[src/rtl/jerky_count_ctrl.sv]
// Command-driven jerky counter: steps by STEP_A/STEP_B alternately up to a programmed limit, clamping.
// Latency: accepted command visible on outputs one cycle later; one step per cycle while running.
// Backpressure: cmd_ready low only during the one-cycle DONE state. Optional AUTO_RESTART_EN loops runs.
module jerky_count_ctrl #(
    parameter int WIDTH  = 8,
    parameter int STEP_A = 1,
    parameter int STEP_B = 3
) (
    input  logic             clock,
    input  logic             reset,
    input  logic             cmd_valid,
    output logic             cmd_ready,
    input  logic [1:0]       cmd_op,
    input  logic [WIDTH-1:0] cmd_limit,
    output logic [WIDTH-1:0] count,
    output logic             busy,
    output logic             paused,
    output logic             done
);

    localparam logic [1:0] OP_START  = 2'b00;
    localparam logic [1:0] OP_PAUSE  = 2'b01;
    localparam logic [1:0] OP_RESUME = 2'b10;
    localparam logic [1:0] OP_ABORT  = 2'b11;

    localparam logic [WIDTH:0] STRIDE_A = (WIDTH+1)'(STEP_A);
    localparam logic [WIDTH:0] STRIDE_B = (WIDTH+1)'(STEP_B);

    typedef enum logic [1:0] {IDLE, RUN, PAUSE, DONE} state_t;

    state_t           state;
    logic [WIDTH-1:0] limit;
    logic             phase_b;
    logic             accept;
    logic [WIDTH:0]   stride;
    logic [WIDTH:0]   nxt;

    assign cmd_ready = (state != DONE);
    assign accept    = cmd_valid && cmd_ready;
    assign busy      = (state == RUN) || (state == PAUSE);
    assign paused    = (state == PAUSE);
    assign done      = (state == DONE);

    // One extra bit so overshoot past the top of the range is caught, not wrapped.
    assign stride = phase_b ? STRIDE_B : STRIDE_A;
    assign nxt    = {1'b0, count} + stride;

    always_ff @(posedge clock) begin
        if (!reset) begin
            state   <= IDLE;
            count   <= '0;
            limit   <= '0;
            phase_b <= 1'b0;
        end else if (accept && cmd_op == OP_START) begin
            count   <= '0;
            limit   <= cmd_limit;
            phase_b <= 1'b0;
            state   <= (cmd_limit == '0) ? DONE : RUN;
        end else begin
            case (state)
                IDLE: begin
                end
                RUN: begin
                    // An accepted command consumes the edge; no step alongside it.
                    if (accept) begin
                        if (cmd_op == OP_PAUSE)
                            state <= PAUSE;
                        else if (cmd_op == OP_ABORT)
                            state <= IDLE;
                    end else if (nxt >= {1'b0, limit}) begin
                        count <= limit;
                        state <= DONE;
                    end else begin
                        count   <= nxt[WIDTH-1:0];
                        phase_b <= ~phase_b;
                    end
                end
                PAUSE: begin
                    if (accept) begin
                        if (cmd_op == OP_RESUME)
                            state <= RUN;
                        else if (cmd_op == OP_ABORT)
                            state <= IDLE;
                    end
                end
                DONE: begin
`ifdef AUTO_RESTART_EN
                    state   <= RUN;
                    count   <= '0;
                    phase_b <= 1'b0;
`else
                    state <= IDLE;
`endif
                end
                default: state <= IDLE;
            endcase
        end
    end

endmodule

[config.mk]
export PLATFORM = sky130hd
export DESIGN_NAME = jerky_count_ctrl
export DESIGN_NICKNAME = d
export VERILOG_FILES = /design/src/rtl/jerky_count_ctrl.sv
export SDC_FILE = /design/constraint.sdc
export NUM_CORES = 1
export LEC_CHECK = 0
export CAP_MARGIN = 20
export CORE_UTILIZATION = 50
export CTS_BUF_LIST = sky130_fd_sc_hd__clkbuf_2 sky130_fd_sc_hd__clkbuf_4 sky130_fd_sc_hd__clkbuf_8
export DETAILED_ROUTE_END_ITERATION = 8
export DONT_BUFFER_PORTS = 1
export PLACE_DENSITY_LB_ADDON = 0.25
export SYNTH_ARGS = -nofsm -noshare
export SYNTH_HDL_FRONTEND = slang
export SYNTH_SLANG_ARGS = --single-unit
[constraint.sdc]
create_clock -name clock -period 3.7 [get_ports clock]
set_input_delay 0 -clock clock [delete_from_list [all_inputs] [get_ports clock]]
set_output_delay 0 -clock clock [all_outputs]
set_load 0.02 [all_outputs]
==> reports/qor.yml, run 1 <==
synthesis:
  synthCells: 169
  synth.area.mux_share: 0.0220
  synth_top_family_by_area: "compound AO/OA/AOI/OAI gates"
  syn_nets: 195
  synth_compound_area_frac: 0.292
  post_synth_fa_ha_maj_area_fraction: 0.125
  synth-xor-area-share: 0.0450
  yosys_warnings: 0
  synth_cell_type_count: 38
  ys_ff_latch: 19
  synth_area_mm2: 0.00136
  synth-seq-area-share: 0.279
  avgSynthCellArea_um2: 8.06
  yosys.area_share.simple: 0.193
setup_path:
  critPathKind: "register to register"
  worst_ep_required_time_ns: 3.94
  critPathCaptureType: "register"
  crit_path_top_delay_cell: "fa_1"
  cp_top_family: "compound AO/OA/AOI/OAI gates"
  rr_startpoint: "count[0]"
  worstPathArrival_ns: 3.58
  cp-startpoint: "count[0]"
  cp_cell_sequence: "fa_1 > and3_1 > nand3_1 > xnor2_1 > ha_1 > a2111oi_2 > o21ai_2 > a21o_1 > or4_1 > a31oi_1"
  cp-start-kind: "register"
  critPathBufInv: 0
  crit_fanout: 8
  cpPeakStageDelay_ns: 0.56
timing:
  setup_viol: 0
  hold_slack_ns: 0.0439
  rsz0062_at_grt: "false"
  relSlewSlack: 0.581
  fin_tns_setup_ns: 0
  timing.final.crit_share: 0.901
  fin_crit_ns: 3.33
  fin_skew_ns: 0.0107
  timing.fmax_ghz: 0.300
  slew_viol_final: 0
  tightest_slew_ns: 0.620
  hold_viol_final: 0
  finalWorstSetupSlack_ns: 0.366
outcome:
  status: "finished, final reports clean"
pwr:
  power.leakage_nw: 0.550
  cellPowerDensity_mw_per_mm2: 419
  peakVddDrop_mv: 0.362
detailed_routing:
  vias_per_cell: 6.02
  dr_wl_met2_mm: 1.73
  met3_length_um: 214
  wl_met1_mm: 1.42
  drt_pass1_iterations: 4
  post_drt_wl_per_cell_um: 15.9
  drc_errors: 0
  drtIter0Drc: 36
  wl_mm: 3.45
  maxUsedRoutingLayer: "met4"
  detail-route-antenna-nets: 0
  vias: 1306
cells_and_area:
  final_common_cell: "nand2_1"
  finalNetCount: 214
  final_cell_mix: "nand2_1 (28), dfxtp_1 (19), dlygate4sd3_1 (17)"
  fillCellCount: 218
  syn2layout_area_growth_pct: 16.6
  antenna_cells: 0
  final_area_mm2: 0.00159
  drive_gt1_frac: 0.0535
global_routing:
  grt_antenna_before_repair: 0
  grt_pass1_wl_mm: 5.51
  grt-ovfl-total: 0
  grt_max_degree: 13
  first_global_vias: 1243
  globalRouteTotalUtil: 0.268
clocking:
  cts_max_path_buffers: 2
  clk_pin_slew_ns: 0.12
  cts_resized: 0
  cts.sinks: 19
  tritoncts: "done"
  cts-buffers-inserted: 3
  htree_levels: 1
  ctsRootBufferMaster: "clkbuf_4"
  clk-insertion-delay-late_ns: 0.31
min_path:
  min_from: "reset"
  holdCritPathClass: "primary input to register"
placed_design:
  dpl.hpwl_mm: 2.39
  dp_slack_ns: 0.391
  port_buffers: 0
  postPlaceCellArea_mm2: 0.00139
  gp_congestion: 0.922
die:
  die_w_um: 54.2
  num_rows: 18
  ios: 25
  die_h_um: 54.2
  fp.dieArea_mm2: 0.00294
  design.core.area_mm2: 0.00252
  start_util: 0.540
flow_run:
  maxCapViolCount: 0
## Yosys cell counts
| library cell | count | area share |
|---|---|---|
| xor2_1 | 2 | 0.013 |
| o21ai_2 | 1 | 0.0064 |
| fa_1 | 1 | 0.015 |
| a2bb2oi_1 | 1 | 0.0064 |
| nand2b_1 | 2 | 0.0092 |
| nor3_2 | 1 | 0.0073 |
| o22ai_1 | 2 | 0.0092 |
| a31oi_1 | 1 | 0.0046 |
| a2111oi_4 | 1 | 0.020 |
| a21oi_1 | 14 | 0.051 |
| nand2_1 | 28 | 0.077 |
| or4_1 | 3 | 0.017 |
| o31ai_1 | 1 | 0.0055 |
| nor3_1 | 2 | 0.0073 |
| and2_1 | 2 | 0.0092 |
| nor2_1 | 6 | 0.017 |
| mux2i_1 | 3 | 0.022 |
| o211ai_1 | 2 | 0.011 |
| dfxtp_1 | 19 | 0.28 |
| o21ai_0 | 11 | 0.040 |
| clkbuf_1 | 3 | 0.0083 |
| o311a_1 | 1 | 0.0073 |
| nand3_1 | 7 | 0.026 |
| and3_1 | 1 | 0.0046 |
| o21a_1 | 2 | 0.011 |
| a32oi_1 | 3 | 0.019 |
| a211oi_2 | 1 | 0.0092 |
| nand2b_4 | 1 | 0.010 |
| xnor2_1 | 5 | 0.032 |
| or3_1 | 1 | 0.0046 |
| ha_1 | 12 | 0.11 |
| inv_1 | 13 | 0.036 |
| o41ai_1 | 2 | 0.013 |
| a2111oi_2 | 1 | 0.011 |
| nor2b_1 | 1 | 0.0046 |
| a21boi_0 | 8 | 0.044 |
| a211oi_1 | 3 | 0.017 |
| a21o_1 | 1 | 0.0055 |
## state kept, by name, indices dropped and copies added (netlist names)
name	cells
state	2
count	8
limit	8
phase_b	1
## cells by family after synthesis
logic type / Yosys count
flip-flops: 19
adder cells (fa/ha/maj): 13
buffers and inverters: 16
multiplexers: 3
AND/OR/NAND/NOR: 55
AO/OA/AOI/OAI: 56
XOR/XNOR: 7
## worst reg2reg max path: cells and delay by family, from the launching register on
kind | cells | cell delay (ns)
flops | 1 | 0.45
simple gates | 3 | 0.81
fa+ha+maj | 2 | 0.84
xor+xnor | 1 | 0.15
compound gates | 4 | 1.02
## what timing repair did
| item | in CTS | in global routing |
|---|---|---|
| buffers inserted | 0 | 0 |
| endpoints found under the hold margin | 15 | 0 |
| hold buffers | 17 | 0 |
## area by class of cell
type / count / area [um^2] / area share
clock inverters: 1 / 7.51 / 0.00472
clock buffers: 3 / 22.5 / 0.0142
repair buffers: 17 / 170 / 0.107
well taps: 30 / 37.5 / 0.0236
inverters: 13 / 48.8 / 0.0307
multi-input cells: 134 / 922 / 0.580
flip-flops and latches: 19 / 380 / 0.239
## report_power, final
| group | switching, mW | total [mW] | internal (mW) |
|---|---|---|---|
| registers | 0.0301 | 0.254 | 0.224 |
| clock network | 0.0702 | 0.111 | 0.0411 |
| logic | 0.184 | 0.301 | 0.117 |
## path summary, 6_finish.rpt
kind	endpoint	depth (start not counted)	slack, ns
min	count[2]	3	0.04
max reg2reg	count[3]	10	0.37
min reg2reg	limit[1]	2	0.52
max	count[3]	10	0.37
## per-stage QoR
step / utilization / power, mW / cells
2_1_floorplan: - / 0.489 / 169
5_1_grt: 0.630 / 0.709 / 217
3_5_place_dp: 0.551 / 0.542 / 196
6_report: 0.630 / 0.666 / 217
3_3_place_gp: 0.551 / 0.529 / 196
4_1_cts: 0.630 / 0.662 / 217
## layer usage
layer	global-route usage	vias to the layer above
li1	-	649
met3	0.0537	10
met5	0	-
met2	0.453	49
met4	0.115	0
met1	0.324	598
No activity file was read; power rests on OpenSTA's default activity.
==> inputs of run 2 (changes only) <==
--- a/config.mk
+++ b/config.mk
@@ -5,11 +5,11 @@
 export SDC_FILE = /design/constraint.sdc
 export NUM_CORES = 1
 export LEC_CHECK = 0
+export BUFFER_PORTS_ARGS = -buffer_cell sky130_fd_sc_hd__buf_2
 export CAP_MARGIN = 20
 export CORE_UTILIZATION = 50
 export CTS_BUF_LIST = sky130_fd_sc_hd__clkbuf_2 sky130_fd_sc_hd__clkbuf_4 sky130_fd_sc_hd__clkbuf_8
 export DETAILED_ROUTE_END_ITERATION = 8
-export DONT_BUFFER_PORTS = 1
 export PLACE_DENSITY_LB_ADDON = 0.25
 export SYNTH_ARGS = -nofsm -noshare
 export SYNTH_HDL_FRONTEND = slang
==> run 2 against run 1 <==
Power up 2.9%; clock power is essentially flat; non-clock buffer count is 15 higher; critical path type unchanged; largest power group unchanged.
==> reports/qor.yml, run 2 (synthesized netlist as in run 1, its figures left out) <==
detailed_routing:
  wl_mm: 3.19  # -7.5%
  drc_errors: 0  # unchanged
  post_drt_wl_per_cell_um: 13.8  # -13%
  vias_per_cell: 5.86  # -2.7%
  drtIter0Drc: 52  # +44%
  vias: 1359  # +4.1%
  detail-route-antenna-nets: 0  # unchanged
  drt_pass1_iterations: 4  # unchanged
timing:
  setup_viol: 0  # unchanged
  tightest_slew_ns: 0.626  # +0.00513 ns
  fin_tns_setup_ns: 0  # unchanged
  fin_skew_ns: 0.00976  # -0.000894 ns
  hold_viol_final: 0  # unchanged
  timing.fmax_ghz: 0.309  # +3.0%
  rsz0062_at_grt: "false"
  timing.final.crit_share: 0.874  # -0.0267
  slew_viol_final: 0  # unchanged
  fin_crit_ns: 3.24  # -0.0987 ns
  relSlewSlack: 0.577  # -0.00346
clocking:
  cts.sinks: 19  # unchanged
  cts-buffers-inserted: 3  # unchanged
  ctsRootBufferMaster: "clkbuf_4"
  clk_pin_slew_ns: 0.10  # -0.02 ns
  clk-insertion-delay-late_ns: 0.30  # about the same
  cts_resized: 0  # unchanged
  cts_max_path_buffers: 2  # unchanged
  tritoncts: "done"
  htree_levels: 1  # unchanged
setup_path:
  cp-start-kind: "register"
  critPathCaptureType: "register"
  r2r_cells: 10  # unchanged
  worstPathArrival_ns: 3.44  # -0.14 ns
  crit_fanout: 8  # unchanged
  critPathKind: "register to register"
  worst_ep_required_time_ns: 3.90  # -0.04 ns
min_path:
  holdCritPathClass: "primary input to register"
  min_path_cells: 2  # -1
die:
  die_w_um: 54.2  # unchanged
  ios: 25  # unchanged
  start_util: 0.540  # unchanged
  design.core.area_mm2: 0.00252  # unchanged
  die_h_um: 54.2  # unchanged
  num_rows: 18  # unchanged
  fp.dieArea_mm2: 0.00294  # unchanged
cells_and_area:
  final_cell_mix: "nand2_1 (28), buf_2 (24), dfxtp_1 (19)"
  syn2layout_area_growth_pct: 18.8
  final_util: 0.642  # +0.0119
  finalNetCount: 229  # +7.0%
  final_area_mm2: 0.00162  # +1.9%
  fillCellCount: 226  # +3.7%
  reg_top3: "count: 8 flops, limit: 8 flops, state: 2 flops"
  fin_cells: 232  # +6.9%
  antenna_cells: 0  # unchanged
  final_common_cell: "nand2_1"
  drive_gt1_frac: 0.168  # +0.115
  ff_latch_area_um2: 380  # unchanged
  multi_input_area_um2: 922  # unchanged
placed_design:
  gp_congestion: 0.958  # +3.9%
  dpl.hpwl_mm: 2.47  # +3.5%
  postPlaceCellArea_mm2: 0.00151  # +8.6%
  port_buffers: 24  # +24
  place_inst: 220  # +12%
global_routing:
  grt_pass1_wl_mm: 5.08  # -7.8%
  globalRouteTotalUtil: 0.243  # -0.0250
  grt_max_degree: 14  # +1
  grt_antenna_before_repair: 0  # unchanged
  first_global_vias: 1179  # -5.1%
  grt-ovfl-total: 0  # unchanged
pwr:
  power_uw: 686  # +2.9%
  peakVddDrop_mv: 0.453  # +25%
  cellPowerDensity_mw_per_mm2: 423  # +1.0%
  power.leakage_nw: 0.646  # +17%
outcome:
  status: "finished, final reports clean"
flow_run:
  maxCapViolCount: 0  # unchanged
-- run 2: routing by layer --
metal  GRT usage  share of wire  vias up
li1            -              -      677
met1       0.297           0.44      607
met2       0.419           0.48       65
met3      0.0367          0.059       10
met4      0.0983          0.017        0
met5           0              0        -
-- run 2: worst paths after layout --
path              slack, ns       end      from
setup / recovery       0.46  count[0]  count[0]
hold / removal         0.02  state[0]     reset
setup reg to reg       0.46  count[0]  count[0]
hold reg to reg        0.50  limit[1]  limit[1]
-- run 2: final cells by class --
type | instances | area share
clock buffer | 4 | 0.0185
tap | 30 | 0.0232
multi-input combinational | 134 | 0.570
timing repair buffer | 32 | 0.124
sequential | 19 | 0.235
inverter | 13 | 0.0301
-- run 2: where the power goes --
group / switching [mW] / leakage, nW / internal (mW)
Sequential: 0.0223 / 0.154 / 0.224
Combinational: 0.197 / 0.473 / 0.131
Clock: 0.0619 / 0.0184 / 0.0493
Total: 0.281 / 0.646 / 0.405
-- run 2: metrics by stage --
step / setup WS (ns) / hold WS, ns
6_report: 0.464 / 0.0227
5_1_grt: 0.295 / 0.0328
4_1_cts: 0.474 / 0.0177
3_5_place_dp: 0.497 / 0.269
3_3_place_gp: 0.635 / 0.263
2_1_floorplan: 0.670 / 0.145
-- run 2: critical path, cell delays in order (launching register included) --
cell,delay [ns]
dfxtp_1,0.37
fa_1,0.53
and3_1,0.23
nand3_1,0.16
xnor2_1,0.14
ha_1,0.28
a2111oi_2,0.37
o21ai_2,0.20
a21oi_1,0.45
o21ai_0,0.13
a211oi_1,0.27
-- run 2: what timing repair did --
action | in CTS | in global routing
hold buffers | 8 | 0
hold endpoints to repair | 8 | 0
buffers inserted | 0 | 0
